<file path="config.mk">
export PLATFORM = sky130hd
export DESIGN_NAME = reg_share_arbiter
export DESIGN_NICKNAME = d
export VERILOG_FILES = /design/src/rtl/reg_share_arbiter.sv
export SDC_FILE = /design/constraint.sdc
export NUM_CORES = 1
export LEC_CHECK = 0
export ABC_AREA = 1
export BUFFER_PORTS_ARGS = -buffer_cell sky130_fd_sc_hd__buf_2
export CAP_MARGIN = 20
export CELL_PAD_IN_SITES_DETAIL_PLACEMENT = 0
export CELL_PAD_IN_SITES_GLOBAL_PLACEMENT = 1
export CORE_UTILIZATION = 32
export DETAILED_ROUTE_END_ITERATION = 6
export MAX_ROUTING_LAYER = met4
export PLACE_DENSITY = 0.84
export SLEW_MARGIN = 20
export SYNTH_ARGS = -nofsm -noshare
export SYNTH_HDL_FRONTEND = slang
export SYNTH_SLANG_ARGS = --single-unit
</file>
<file path="constraint.sdc">
create_clock -name clk -period 2.46 [get_ports clk]
set_clock_uncertainty 0.05 [all_clocks]
set_input_delay 0 -clock clk [delete_from_list [all_inputs] [get_ports clk]]
set_output_delay 0 -clock clk [all_outputs]
set_load 0.005 [all_outputs]
</file>
<file path="src/rtl/reg_share_arbiter.sv">
// Round-robin arbiter that shares one capture register between NREQ requesters
// and hands the captured word to a single valid/ready consumer.
// Optional HOLD timeout: define REG_ARB_TIMEOUT_EN.
module reg_share_arbiter #(
  parameter int N       = 8,
  parameter int NREQ    = 4,
  parameter int TIMEOUT = 16
) (
  input  logic                      clk,
  input  logic                      reset,
  input  logic [NREQ-1:0]           req,
  input  logic [NREQ*N-1:0]         req_data,
  output logic [NREQ-1:0]           gnt,
  output logic [N-1:0]              q,
  output logic                      q_valid,
  output logic [$clog2(NREQ)-1:0]   q_owner,
  input  logic                      q_ready,
  output logic                      timeout_err
);

  localparam int OW = $clog2(NREQ);

  typedef enum logic {IDLE, HOLD} state_t;

  state_t          state;
  logic [OW-1:0]   rr_ptr;
  logic [NREQ-1:0] elig;
  logic            found;
  logic [OW-1:0]   win;
  logic [OW-1:0]   next_ptr;
  logic [NREQ-1:0] win_onehot;
  logic [OW:0]     sum;
  logic [OW-1:0]   idx;
  logic            capture;

  // A requester granted last edge is masked so it cannot win twice in a row.
  assign elig = req & ~gnt;

  always_comb begin
    found = 1'b0;
    win   = '0;
    sum   = '0;
    idx   = '0;
    for (int k = 0; k < NREQ; k++) begin
      sum = {1'b0, rr_ptr} + (OW+1)'(k);
      if (sum >= (OW+1)'(NREQ))
        sum = sum - (OW+1)'(NREQ);
      idx = sum[OW-1:0];
      if (!found && elig[idx]) begin
        found = 1'b1;
        win   = idx;
      end
    end
  end

  always_comb begin
    win_onehot      = '0;
    win_onehot[win] = 1'b1;
  end

  assign next_ptr = (win == OW'(NREQ-1)) ? '0 : win + 1'b1;
  assign capture  = found && ((state == IDLE) || q_ready);

`ifdef REG_ARB_TIMEOUT_EN
  localparam int CW = $clog2(TIMEOUT+1);
  logic [CW-1:0] cnt;

  always_ff @(posedge clk or posedge reset) begin
    if (reset) begin
      state       <= IDLE;
      q           <= '0;
      q_valid     <= 1'b0;
      q_owner     <= '0;
      gnt         <= '0;
      rr_ptr      <= '0;
      cnt         <= '0;
      timeout_err <= 1'b0;
    end else begin
      gnt         <= '0;
      timeout_err <= 1'b0;
      if (capture) begin
        q       <= req_data[int'(win)*N +: N];
        q_owner <= win;
        q_valid <= 1'b1;
        gnt     <= win_onehot;
        rr_ptr  <= next_ptr;
        cnt     <= '0;
        state   <= HOLD;
      end else if (state == HOLD) begin
        if (q_ready) begin
          q_valid <= 1'b0;
          state   <= IDLE;
        end else if (cnt == CW'(TIMEOUT-1)) begin
          // Drop the stale word; the round-robin pointer is left untouched.
          cnt         <= cnt + 1'b1;
          q_valid     <= 1'b0;
          timeout_err <= 1'b1;
          state       <= IDLE;
        end else begin
          cnt <= cnt + 1'b1;
        end
      end
    end
  end
`else
  // TIMEOUT only matters when the timeout is compiled in.
  if (TIMEOUT < 1) begin : g_timeout_unused
  end

  assign timeout_err = 1'b0;

  always_ff @(posedge clk or posedge reset) begin
    if (reset) begin
      state   <= IDLE;
      q       <= '0;
      q_valid <= 1'b0;
      q_owner <= '0;
      gnt     <= '0;
      rr_ptr  <= '0;
    end else begin
      gnt <= '0;
      if (capture) begin
        q       <= req_data[int'(win)*N +: N];
        q_owner <= win;
        q_valid <= 1'b1;
        gnt     <= win_onehot;
        rr_ptr  <= next_ptr;
        state   <= HOLD;
      end else if (state == HOLD && q_ready) begin
        q_valid <= 1'b0;
        state   <= IDLE;
      end
    end
  end
`endif

endmodule

</file>
Yosys cells after proc, flatten, opt, wreduce, memory -nomap -nowiden

Cells that the tools add are included.

Add/subtract/negate cells: 8
Reductions and logical operators: 11
Mux-type cells: 26
Eq/ne operators: 1
Bitwise operators: 3
Order comparisons: 10
Shifts and indexed selects: 1

Operators with widths:

| operator                                                          | count |
|---|---|
| indexed part select 32 x 6 -> 8 bit                               | 1 |
| 2-to-1 mux 2 bit                                                  | 9 |
| less-than comparator 2 x 3 -> 1 bit, second input constant        | 5 |
| 2-to-1 mux 1 bit                                                  | 11 |
| greater-or-equal comparator 3 bit, second input constant          | 3 |
| binary-select mux 1 bit (select 2 bit)                            | 4 |
| subtractor 2 x 1 -> 2 bit, second input constant                  | 4 |
| adder 2 x 2 -> 3 bit, second input constant                       | 2 |
| logical AND 1 bit                                                 | 6 |
| AND 4 bit                                                         | 1 |
| 2-to-1 mux 4 bit                                                  | 1 |
| inverter 4 bit                                                    | 1 |
| adder 2 x 1 -> 3 bit, second input constant                       | 1 |
| greater-or-equal comparator 2 x 3 -> 1 bit, second input constant | 1 |
| logical NOT 1 bit                                                 | 3 |
| adder 2 x 1 -> 2 bit, second input constant                       | 1 |
| demux 1 bit (select 2 bit)                                        | 1 |
| == test 2 bit, second input constant                              | 1 |
| greater-or-equal comparator 2 x 1 -> 1 bit, second input constant | 1 |
| nonzero test 2 bit                                                | 1 |
| logical OR 1 bit                                                  | 1 |
| inverter 1 bit                                                    | 1 |

Input port bits: 39
Output and inout bits: 16
Register bits: 17
Word-level logic and storage cells: 65

Depth between registers and ports, before layout

Gate-level depths: netlist of run 1.

Word-level depth: 19
Mapped depth: 16
Depth with buffers taken out: 14

Worst setup path after synthesis of run 1

Ideal clock, no wire load.

Path type: flip-flop to flip-flop
Start point: register rr_ptr[0]
End point: register rr_ptr[1]
Required time: 2.288 ns
Path slack: 0.498 ns
Period minus slack after synthesis: 1.962 ns
Arrival: 1.790 ns
Cell stages (with the launch flop): 16
Path buffers: 2
Library setup time: 0.122 ns
Cell sequence: dfrtp_1 -> buf_6 -> inv_8 -> nand2_2 -> nand2_2 -> nand3_2 -> nand2_2 -> nand2_2 -> nor2_4 -> inv_2 -> nand2_4 -> nand2_4 -> buf_8 -> ha_1 -> nand2_1 -> o21ai_1

Cells in the longest elaborated chain, start to end: 16
Elaborated cells between the ends (all ways): 41
Classes of those cells: add/sub: 8; order compare: 4; eq/ne: 1; mux: 21; reduce/logical: 7

Ends and longest elaborated chain:

| item                                                                          | RTL line | source |
|---|---|---|
| from (decl)                                                                   | 26       | `logic [OW-1:0] rr_ptr;` |
| from (signal assigned)                                                        | 127      | `rr_ptr <= next_ptr;` |
| parallel branches: the longest is 13 deep, another holds adder 2 x 1 -> 3 bit | --       |  |
| 2-to-1 mux 2 bit (*)                                                          | 49       | `if (!found && elig[idx]) begin` |
| adder 2 x 1 -> 2 bit or == test 2 bit (tied branches)                         | 61       | `assign next_ptr = (win == OW'(NREQ-1)) ? '0 : win + 1'b1;` |
| 2-to-1 mux 2 bit (*)                                                          | 61       |  |
| net next_ptr[1]                                                               | 30       | `logic [OW-1:0] next_ptr;` |

Mark *: on every way through the listed nets, which the timed path passes. The select of a mux whose other input is x is not followed.
A chain may end at the register's enable or synchronous reset.

Worst setup path after layout of run 1

Same ends and word-level chain as after synthesis.

==> results of run 1 <==
## synth_stat cells, drive strengths merged
cell type	instances
ha	1
dfrtp	17
o21ai	4
nor2	10
nand2	65
buf	9
conb	1
inv	14
nand4	1
nand3	55
a21oi	1
## metrics by stage
| step | util | setup WS, ps | hold slack [ps] | instances |
|---|---|---|---|---|
| global route | 0.426 | 48.9 | 52.6 | 277 |
| CTS | 0.426 | 231 | 17.4 | 277 |
| finish | 0.426 | 224 | 19.7 | 277 |
| floorplan | - | 498 | -124 | 178 |
| global placement | 0.411 | 267 | 61.7 | 272 |
| detailed placement | 0.411 | 243 | 74.8 | 272 |
## worst max path at each step
| stage | start | endpoint | slack (ps) | depth (start not counted) |
|---|---|---|---|---|
| CTS | rr_ptr[0] | rr_ptr[1] | 230 | 13 |
| floorplan | rr_ptr[0] | rr_ptr[1] | 500 | 15 |
| global route | rr_ptr[0] | rr_ptr[1] | 50 | 12 |
| global placement | rr_ptr[0] | rr_ptr[1] | 270 | 13 |
| finish | rr_ptr[0] | rr_ptr[1] | 220 | 12 |
| detailed placement | rr_ptr[0] | rr_ptr[1] | 240 | 13 |
## state kept, by name, summed over array words and instances, names as in the netlist
register  flops
rr_ptr        2
q             8
gnt           4
state         1
q_owner       2
## placed cells by master, fill, tap and decap left out
cell / netlist / final
a21oi_1: 1 / 1
buf_4: 2 / 2
ha_1: 1 / 1
nand3_2: 3 / 3
o21ai_1: 1 / 1
dlygate4sd3_1: 0 / 1
buf_2: 5 / 53
clkbuf_8: 0 / 3
nand4_1: 1 / 1
nand3_1: 51 / 51
o21ai_4: 1 / 1
inv_1: 10 / 10
nor2_4: 1 / 1
inv_2: 3 / 3
nand2_4: 2 / 2
nand2_2: 15 / 15
nand3_4: 1 / 1
inv_8: 1 / 1
conb_1: 1 / 1
o21ai_0: 2 / 2
nand2_1: 48 / 48
dfrtp_1: 17 / 17
nor2_1: 9 / 9
clkbuf_1: 0 / 1
## timing repair
action / in CTS / in global routing
setup endpoints to repair: 0 / 0
hold buffers: 1 / 0
endpoints found under the hold margin: 17 / 0
## metal layers
metal  track usage  share of wire
met2         0.279           0.48
met5             -              0
met4        0.0250              0
met1         0.208           0.45
met3        0.0335          0.073
## area by class of cell
cell class,instances,area [um^2],share of cell area
clock buffers,4,45.0,0.0284
inverters,14,60.1,0.0379
multi-input cells,138,703,0.444
flip-flops and latches,17,425,0.269
well taps,48,60.1,0.0379
repair buffers,56,290,0.183
## critical path: stages (launching register included)
cell and delay [ps]:
dfrtp_1 570, inv_8 90, nand3_2 100, nand3_1 80
nand2_2 120, nand2_2 80, nor2_4 130, inv_2 80
nand2_4 170, nand2_4 200, ha_1 340, nand2_1 60
o21ai_1 60
## where the power goes
part | total [uW] | switching [uW] | internal [uW]
registers | 517 | 93.8 | 423
logic | 1830 | 1200 | 633
clock network | 204 | 89.1 | 115
## kinds of logic (layout without fill, tap and decap cells)
| group | Yosys count | in the layout | synth area share |
|---|---|---|---|
| simple gates | 131 | 131 | 0.518 |
| buf+inv | 23 | 74 | 0.101 |
| flops | 17 | 17 | 0.339 |
| compound gates | 5 | 5 | 0.0289 |
| fa+ha+maj | 1 | 1 | 0.00997 |
| other cells | 1 | 1 | 0.00299 |
==> impl_metrics.py, run 1 <==
metrics = {
    "critical_path": {
        "reg2reg_slack_ps": 220,
        "reg2regPathDepth": 12,
        "r2r-end": "rr_ptr[1]",
        "crit_path_start_kind": "register",
        "path_max_fanout": 19,
        "r2r-start": "rr_ptr[0]",
        "critical_path_arrival_ps": 2320,
        "end_kind": "register",
        "worstSetupPathType": "reg2reg",
        "cp.required_ps": 2540,
    },
    "global_route": {
        "grt_max_degree": 20,
        "grt_pass1_vias": 1158,
        "antenna_found_initial": 0,
        "grt_overflow": 0,
        "grt_usage": 0.165,
        "grt_pass1_wl_um": 5240,
    },
    "worst_hold_path": {
        "hold_end": "q[0]",
        "holdCritPathClass": "in2reg",
        "min_from": "req_data[8]",
        "min_path_cells": 5,
    },
    "detailed_routing": {
        "drc": 0,
        "via_count": 1318,
        "wire_per_inst_um": 11.4,
        "final_antenna_net_count": 0,
        "wl_um": 3150,
        "drt_iter0_drc": 58,
        "via_per_inst": 4.76,
        "detail_route.first_pass.iterations": 4,
    },
    "logic_synthesis": {
        "synthTopCellsByArea": "dfrtp_1, nand3_1, nand2_1",
        "synth_warnings": 0,
        "seq_area_frac_synth": 0.339,
        "ys_ff_latch": 17,
        "synthCells": 178,
        "synth_fp_nets": 218,
        "synth.distinct_cells": 23,
        "synth_area_leader_cell": "dfrtp_1",
        "syn_avg_cell_area_um2": 7.05,
        "synth.top_cell.area_share": 0.339,
        "synth_area_um2": 1250,
    },
    "placed_design": {
        "place_area_um2": 1530,
        "dp.final_hpwl_um": 2490,
        "globalplace.congestion": 0.783,
        "portBuffers": 53,
    },
    "cts": {
        "root_buffer": "clkbuf_8",
        "cts_sinks": 17,
        "h-tree-depth": 1,
        "clk_latency_ps": 250,
        "numCtsBuffers": 3,
        "path_clk_slew_ps": 60,
        "cts_max_path_buffers": 2,
        "post-cts-setup-buffers": 0,
        "cts_tree": "built",
        "ctsResizeCount": 0,
    },
    "pwr": {
        "power.leakage_uw": 0.000865,
        "powerDensity_nw_per_um2": 1610,
        "power.total_uw": 2550,
        "peakVddDrop_mv": 0.792,
    },
    "sta": {
        "max_freq_mhz": 447,
        "min_period_ps": 2240,
        "fin_crit_sh": 0.909,
        "setup_viol": 0,
        "grt_setup_unrepaired": "no",
        "slew_headroom": 0.578,
        "tns_ps": 0,
        "drv_slew": 0,
        "worst_pin_slew_ps": 633,
        "hold_viol_final": 0,
    },
    "floorplan": {
        "dieArea_um2": 4180,
        "dieWidth_um": 64.6,
        "core_um2": 3720,
        "die_h_um": 64.6,
        "start_util": 0.338,
        "core.rowCount": 22,
        "io-pin-count": 55,
    },
    "flow_run": {
        "drv_cap": 0,
    },
    "finish": {
        "final_area_um2": 1580,
        "nets": 270,
        "n_fill_cell": 414,
        "n_antenna_cell": 0,
        "synthToLayoutAreaGrowth_pct": 26.2,
        "drive_gt1_frac": 0.371,
    },
    "status": {
        "status": "finished clean",
    },
}
Power figures use the tool's default switching activity.
==> run 2, diff against run 1 <==
BUFFER_PORTS_ARGS = -buffer_cell sky130_fd_sc_hd__buf_4   (was -buffer_cell sky130_fd_sc_hd__buf_2)
GPL_TIMING_DRIVEN = 0   (was default)
==> impl_metrics.py, run 2 (synthesis gave the netlist of run 1 again) <==
metrics = {
    "finish": {
        "synthToLayoutAreaGrowth_pct": 41.0,
        "n_fill_cell": 400,
        "regMostFlops": "q",
        "drive_gt1_frac": 0.394,
        "nets": 277,
        "reg.largest.list": "q (8), gnt (4)",
        "n_antenna_cell": 0,
        "final_common_cell": "buf_4",
        "final_cell_mix": "buf_4, nand3_1, nand2_1",
        "largest_reg_flops": 8,
    },
    "global_route": {
        "grt_usage": 0.181,
        "grt_pass1_vias": 1255,
        "grt_max_degree": 18,
        "grt_overflow": 0,
        "grt_pass1_wl_um": 5750,
        "antenna_found_initial": 0,
    },
    "sta": {
        "slew_headroom": 0.580,
        "worst_pin_slew_ps": 629,
        "grt_setup_unrepaired": "no",
        "tns_ps": 0,
        "fin_crit_sh": 0.879,
        "min_period_ps": 2160,
        "setup_viol": 0,
        "drv_slew": 0,
        "hold_viol_final": 0,
        "worst_slack_ps": 298,
        "max_freq_mhz": 463,
    },
    "cts": {
        "cts_max_path_buffers": 2,
        "ctsResizeCount": 0,
        "cts_tree": "built",
        "clk_latency_ps": 250,
        "root_buffer": "clkbuf_8",
        "numCtsBuffers": 3,
        "cts_sinks": 17,
        "h-tree-depth": 1,
        "path_clk_slew_ps": 70,
    },
    "critical_path": {
        "end_kind": "register",
        "cp.required_ps": 2540,
        "crit_path_start_kind": "register",
        "worstSetupPathType": "reg2reg",
        "path_max_fanout": 10,
        "critical_path_arrival_ps": 2240,
    },
    "detailed_routing": {
        "wl_um": 3310,
        "drc": 0,
        "drt_iter0_drc": 38,
        "via_per_inst": 4.71,
        "detail_route.first_pass.iterations": 4,
        "via_count": 1338,
        "wire_per_inst_um": 11.7,
        "final_antenna_net_count": 0,
    },
    "placed_design": {
        "portBuffers": 53,
        "place_ws_ps": 300,
        "globalplace.congestion": 0.795,
        "dp.final_hpwl_um": 2600,
    },
    "floorplan": {
        "dieArea_um2": 4180,
        "die_h_um": 64.6,
        "io-pin-count": 55,
        "start_util": 0.338,
        "core.rowCount": 22,
        "core_um2": 3720,
        "dieWidth_um": 64.6,
    },
    "pwr": {
        "powerDensity_nw_per_um2": 1570,
        "peakVddDrop_mv": 0.576,
        "power.leakage_uw": 0.000941,
    },
    "worst_hold_path": {
        "holdCritPathClass": "in2reg",
    },
    "status": {
        "status": "finished clean",
    },
    "flow_run": {
        "drv_cap": 0,
    },
}
## run 2: changes by cell type in the layout (fill, tap and decap cells not counted)
cell,previous run,this run
buf_2,53,5
clkbuf_1,1,0
buf_4,2,55
clkinv_2,0,1
buf_6,0,1
buf_8,0,1
## run 2: routing by layer
metal | vias to the layer above | GRT usage | part of all wire
met5 | - | - | 0
met3 | 2 | 0.0370 | 0.060
met1 | 595 | 0.240 | 0.46
met2 | 45 | 0.296 | 0.48
li1 | 696 | - | -
met4 | 0 | 0.0167 | 0.0018
## run 2: critical path, stage by stage (launching register included)
cell and delay [ps]:
dfrtp_1 430, inv_2 150, nand2_1 80, nand2_2 90, nand3_2 60, nand2_2 90
nand2_2 60, nor2_4 130, inv_2 80, nand2_4 120, nand2_4 110, buf_8 170
ha_1 280, nand2_1 70, o21ai_1 60
## run 2: final timing paths
kind	start	endpoint	slack, ps	depth (start not counted)
max	rr_ptr[1]	rr_ptr[1]	300	14
min	req_data[8]	q[0]	30	5
max reg2reg	rr_ptr[1]	rr_ptr[1]	300	14
min reg2reg	q[0]	q[0]	440	2
max in group asynchronous	reset	gnt[3]	1610	3
min in group asynchronous	reset	state	340	3
## run 2: repair_timing
item | CTS | global route
hold endpoints to repair | 17 | 0
hold buffers | 1 | 0
buffers inserted | 0 | 0
## run 2: where the power goes
| group | total [uW] | internal [uW] | switching (uW) |
|---|---|---|---|
| registers | 500 | 423 | 76.2 |
| clock network | 204 | 112 | 92.0 |
| logic | 2070 | 804 | 1270 |
## run 2: area by class of cell
cell class | instances | area (um^2) | area share
multi-input combinational | 138 | 703 | 0.397
sequential | 17 | 425 | 0.240
timing repair buffer | 54 | 408 | 0.231
buffer | 9 | 66.3 | 0.0375
inverter | 14 | 60.1 | 0.0339
tap | 48 | 60.1 | 0.0339
clock buffer | 3 | 41.3 | 0.0233
clock inverter | 1 | 5.00 | 0.00283
## run 2: metrics by stage
stage                     hold slack, ps   util  cells  power (uW)  area, um^2
after floorplan                     -124      -    178        2020        1250
after detailed placement            69.3  0.461    279        2600        1710
final                               31.4  0.476    284        2780        1770
after global placement              69.4  0.461    279        2570        1710
after global routing                39.4  0.476    284        3110        1770
after CTS                           30.1  0.476    284        2810        1770
